==> src/rtl/mem_arbiter_64.sv <==
// Two-port round-robin arbiter and access sequencer for the 64-word memory chip.
// Serializes single-word requests into SETUP / ACCESS / RESP phases on the chip pins.
module mem_arbiter_64 #(
    parameter int unsigned AW  = 6,
    parameter int unsigned DW  = 16,
    parameter int unsigned ECW = 8
) (
    input  logic           clk,
    input  logic           rst_n,
    input  logic           a_req,
    input  logic           a_we,
    input  logic [AW-1:0]  a_addr,
    input  logic [DW-1:0]  a_wdata,
    input  logic           b_req,
    input  logic           b_we,
    input  logic [AW-1:0]  b_addr,
    input  logic [DW-1:0]  b_wdata,
    output logic           a_gnt,
    output logic           b_gnt,
    output logic           a_done,
    output logic           b_done,
    output logic [DW-1:0]  rsp_rdata,
    output logic           rsp_err,
    output logic           busy,
    output logic [ECW-1:0] err_count,
    output logic [AW-1:0]  mem_addr,
    output logic           mem_rw,
    output logic [DW-1:0]  mem_wdata,
    input  logic [DW-1:0]  mem_rdata
);

    localparam logic [AW-1:0] ROM_HI  = AW'(15);
    localparam logic [AW-1:0] RAM0_HI = AW'(23);
    localparam logic [AW-1:0] RAM1_LO = AW'(40);
    localparam logic [AW-1:0] RAM1_HI = AW'(47);

    typedef enum logic [1:0] {IDLE, SETUP, ACCESS, RESP} state_t;

    state_t          state_q, state_d;
    logic            rr_b_q, rr_b_d;       // 1: B wins the next tie
    logic            owner_q, owner_d;     // 1: B owns the transaction in flight
    logic            we_q, we_d;
    logic            legal_q, legal_d;
    logic [AW-1:0]   addr_q, addr_d;
    logic [DW-1:0]   wdata_q, wdata_d;
    logic [ECW-1:0]  err_q, err_d;
    logic            a_done_d, b_done_d, rsp_err_d, busy_d, rw_d;
    logic [DW-1:0]   rsp_rdata_d;
    logic            grant_a, grant_b;

    // Mapped and not a ROM write.
    function automatic logic classify(input logic [AW-1:0] addr, input logic we);
        logic rom;
        logic mapped;
        rom    = (addr <= ROM_HI);
        mapped = (addr <= RAM0_HI) || ((addr >= RAM1_LO) && (addr <= RAM1_HI));
        return mapped && !(we && rom);
    endfunction

    assign a_gnt     = grant_a;
    assign b_gnt     = grant_b;
    assign mem_addr  = addr_q;
    assign mem_wdata = wdata_q;
    assign err_count = err_q;

    // Next-state, arbitration and next values of the registered outputs.
    always_comb begin
        state_d     = state_q;
        rr_b_d      = rr_b_q;
        owner_d     = owner_q;
        we_d        = we_q;
        legal_d     = legal_q;
        addr_d      = addr_q;
        wdata_d     = wdata_q;
        err_d       = err_q;
        grant_a     = 1'b0;
        grant_b     = 1'b0;
        a_done_d    = 1'b0;
        b_done_d    = 1'b0;
        rsp_err_d   = 1'b0;
        rsp_rdata_d = '0;
        rw_d        = 1'b0;

        case (state_q)
            IDLE: begin
                if (a_req && (!b_req || !rr_b_q)) begin
                    grant_a = 1'b1;
                end else if (b_req) begin
                    grant_b = 1'b1;
                end
                if (grant_a || grant_b) begin
                    owner_d = grant_b;
                    rr_b_d  = grant_a;
                    we_d    = grant_b ? b_we    : a_we;
                    addr_d  = grant_b ? b_addr  : a_addr;
                    wdata_d = grant_b ? b_wdata : a_wdata;
                    legal_d = grant_b ? classify(b_addr, b_we) : classify(a_addr, a_we);
                    state_d = SETUP;
                end
            end
            SETUP: begin
                rw_d    = we_q && legal_q;
                state_d = ACCESS;
            end
            ACCESS: begin
                a_done_d    = !owner_q;
                b_done_d    = owner_q;
                rsp_err_d   = !legal_q;
                rsp_rdata_d = (legal_q && !we_q) ? mem_rdata : '0;
                if (!legal_q && (err_q != '1)) begin
                    err_d = err_q + ECW'(1);
                end
                state_d = RESP;
            end
            RESP: begin
                state_d = IDLE;
            end
            default: begin
                state_d = IDLE;
            end
        endcase

        busy_d = (state_d != IDLE);
    end

    // State, captured request fields and registered outputs.
    always_ff @(posedge clk or negedge rst_n) begin
        if (!rst_n) begin
            state_q   <= IDLE;
            rr_b_q    <= 1'b0;
            owner_q   <= 1'b0;
            we_q      <= 1'b0;
            legal_q   <= 1'b0;
            addr_q    <= '0;
            wdata_q   <= '0;
            err_q     <= '0;
            a_done    <= 1'b0;
            b_done    <= 1'b0;
            rsp_err   <= 1'b0;
            rsp_rdata <= '0;
            busy      <= 1'b0;
            mem_rw    <= 1'b0;
        end else begin
            state_q   <= state_d;
            rr_b_q    <= rr_b_d;
            owner_q   <= owner_d;
            we_q      <= we_d;
            legal_q   <= legal_d;
            addr_q    <= addr_d;
            wdata_q   <= wdata_d;
            err_q     <= err_d;
            a_done    <= a_done_d;
            b_done    <= b_done_d;
            rsp_err   <= rsp_err_d;
            rsp_rdata <= rsp_rdata_d;
            busy      <= busy_d;
            mem_rw    <= rw_d;
        end
    end

endmodule
==> config.mk <==
export PLATFORM = sky130hd
export DESIGN_NAME = mem_arbiter_64
export DESIGN_NICKNAME = d
export VERILOG_FILES = /design/src/rtl/mem_arbiter_64.sv
export SDC_FILE = /design/constraint.sdc
export NUM_CORES = 1
export LEC_CHECK = 0
export BUFFER_PORTS_ARGS = -buffer_cell sky130_fd_sc_hd__buf_2
export CORE_ASPECT_RATIO = 0.9
export CORE_UTILIZATION = 25
export DETAILED_ROUTE_END_ITERATION = 10
export PLACE_DENSITY = 0.49
export REMOVE_ABC_BUFFERS = 1
export SETUP_SLACK_MARGIN = 0.4
export SLEW_MARGIN = 10
export SYNTH_ARGS = -nofsm -noshare
export SYNTH_HDL_FRONTEND = slang
export SYNTH_SLANG_ARGS = --single-unit
==> constraint.sdc <==
create_clock -name clk -period 3.8 [get_ports clk]
set_input_delay 0.38 -clock clk [delete_from_list [all_inputs] [get_ports clk]]
set_output_delay 0.38 -clock clk [all_outputs]
set_load 0.05 [all_outputs]
==> results.py <==
metrics = {
    "grt": {
        "grt_max_degree": 41,
        "grt_pass1_wl_mm": 8.69,
        "grt_overflow": 0,
        "antenna_found_initial": 0,
        "grt_pass1_vias": 1757,
        "grtUsageTotal_pct": 11.7,
    },
    "die": {
        "core_area_sq_mm": 0.00921,
        "rows": 33,
        "pin_count": 119,
        "dieWidth_um": 105,
        "die_h_um": 94.9,
        "die_area_sq_mm": 0.00999,
        "start_util_pct": 26.0,
    },
    "clock_network": {
        "cts_root_buf": "clkbuf_8",
        "cts_buffers": 9,
        "holdBufCountCts": 1,
        "path_clk_slew_ns": 0.07,
        "htreeDepth": 3,
        "cts_setup_buffers": 0,
        "insertion_delay_ns": 0.32,
        "cts.sinks": 57,
        "cts_tree": "yes",
        "clockBufferDepth": 2,
        "post_cts_resized": 0,
    },
    "timing": {
        "min_period_ns": 2.20,
        "setup_tns_ns": 0,
        "post-route-period-util_pct": 58.0,
        "fmax_mhz": 454,
        "final_hold_viol_count": 0,
        "slew_headroom_pct": 67.1,
        "hold_slack_ns": 0.259,
        "worst_pin_slew_ns": 0.493,
        "rsz0062_at_grt": "false",
        "clock_skew_ns": 0.00714,
        "finalSetupViolations": 0,
        "slew_viol_final": 0,
    },
    "setup_path": {
        "critPathLaunchType": "flop",
        "slowest_delay_ns": 0.41,
        "path_max_fanout": 26,
        "worstPathCellList": "o21ai_4, buf_4, nor2b_2, buf_2",
        "worst-endpoint-arrival_ns": 1.82,
        "required_ns": 3.42,
        "cp_slowest_cell": "dfrtp_1",
        "critPathBufInv": 2,
        "crit_type": "reg2out",
        "end_kind": "output port",
        "path_delay_family": "buffers and inverters",
    },
    "pwr": {
        "clkPwrFrac_pct": 16.9,
        "combinationalPowerShare_pct": 49.2,
        "seqPwrFrac_pct": 33.9,
        "power_switching_mw": 1.37,
        "ir_worst_vdd_uv": 260,
        "intPower_mw": 1.43,
        "p_per_area_mw_per_mm2": 850,
        "p_leak_nw": 1.83,
        "p_sw_share_pct": 48.9,
    },
    "logic_synthesis": {
        "syn_area_sq_mm": 0.00240,
        "ys_seq_area_share_pct": 59.5,
        "syn_area_per_cell_sq_um": 11.9,
        "synthCells": 202,
        "ys.warnings.count": 0,
        "ys_ff_latch": 57,
        "synthDistinctLibCells": 35,
    },
    "layout": {
        "mostFrequentLayoutCells": "118 x buf_2, 57 x dfrtp_1, 27 x nand2_1",
        "antennaDiodeCount": 0,
        "syn_to_final_growth_pct": 37.5,
        "layout_commonest_cell": "buf_2",
        "drive_above_1_share_pct": 43.8,
        "layout.nets": 397,
        "final_util_pct": 35.8,
    },
    "job": {
        "cap_violations": 0,
    },
    "placement": {
        "gp_congestion": 0.680,
        "dp_hpwl_mm": 4.03,
        "portBuffers": 118,
    },
    "detailed_routing": {
        "vias": 1843,
        "wl_per_cell_um": 12.1,
        "drt_iter0_drc": 49,
        "first_pass_iters": 5,
        "antenna_left": 0,
        "post-route-drc-count": 0,
        "wirelength_mm": 5.46,
        "viasPerCell": 4.07,
    },
    "outcome": {
        "status": "completed",
    },
    "hold_path": {
        "hp-class": "in2reg",
    },
}
==> path summary, 6_finish.rpt <==
check / cells past startpoint / slack (ns) / to / from
setup reg to reg: 6 / 2.11 / err_count[6] / state_q[0]
min in group asynchronous: 2 / 0.53 / err_count[4] / rst_n
max in group asynchronous: 3 / 2.42 / rsp_rdata[12] / rst_n
hold reg to reg: 1 / 0.45 / a_done / owner_q
setup / recovery: 4 / 1.60 / a_gnt / rr_b_q
hold / removal: 2 / 0.26 / rsp_rdata[10] / mem_rdata[10]
==> per-stage QoR <==
| stage | setup WS, ns | std cells | power (mW) | instance area [sq um] |
|---|---|---|---|---|
| finish | 1.60 | 453 | 2.80 | 3300 |
| global route | 1.46 | 453 | 3.00 | 3300 |
| CTS | 1.55 | 453 | 2.86 | 3300 |
| detailed placement | 1.79 | 437 | 2.36 | 3120 |
| global placement | 1.81 | 437 | 2.35 | 3120 |
| floorplan | 1.45 | 194 | 1.99 | 2350 |
==> registers in the layout, summed over array words and instances (netlist names), 2 cells and up <==
register   count
mem_wdata     16
state_q        2
rsp_rdata     16
mem_addr       6
err_count      8
==> cell usage after synthesis, drive strengths merged <==
library cell	count	share of area, %
xnor2	5	1.8
nand3	3	0.63
nor3	2	0.42
dfrtp	57	59
and3	2	0.73
nor2	4	0.63
and3b	1	0.37
or2	1	0.26
clkbuf	5	0.78
buf	3	1.1
and4	2	0.73
nand4	2	0.78
o21ai	25	5.8
mux2i	23	9.6
a221oi	1	0.37
and2	17	4.4
inv	3	0.47
nand2b	1	0.26
ha	4	2.1
nor2b	5	1.7
mux2	2	1.1
a221o	2	0.84
a21o	2	0.63
nand2	27	4.2
a21oi	3	0.63
==> power by group through the flow <==
stage,sequential (mW),clock (mW),combinational [mW]
after CTS,0.956,0.508,1.40
after floorplan,1.60,0,0.394
after global placement,0.962,0,1.39
after detailed placement,0.966,0,1.40
after global routing,0.983,0.535,1.49
final,0.950,0.474,1.38
==> cells by family after synthesis <==
group / after synthesis / synth area share [%]
xor+xnor: 5 / 1.83
fa+ha+maj: 4 / 2.09
buf+inv: 11 / 2.40
mux: 25 / 10.7
flops: 57 / 59.5
simple gates: 67 / 15.2
compound gates: 33 / 8.30
==> cell type report <==
cell class,count,area (sq um)
multi-input cells,134,921
flip-flops and latches,57,1430
clock buffers,11,141
inverters,3,11.3
clock inverters,4,20.0
well taps,122,153
fillers,969,5910
repair buffers,122,623
==> metal layers <==
layer | part of all wire, % | GRT usage [%]
met3 | 7.4 | 4.76
met1 | 46 | 14.7
met5 | 0 | 0
met4 | 1.4 | 5.99
met2 | 45 | 17.3
Note: power is estimated with default switching activity, not from simulation.
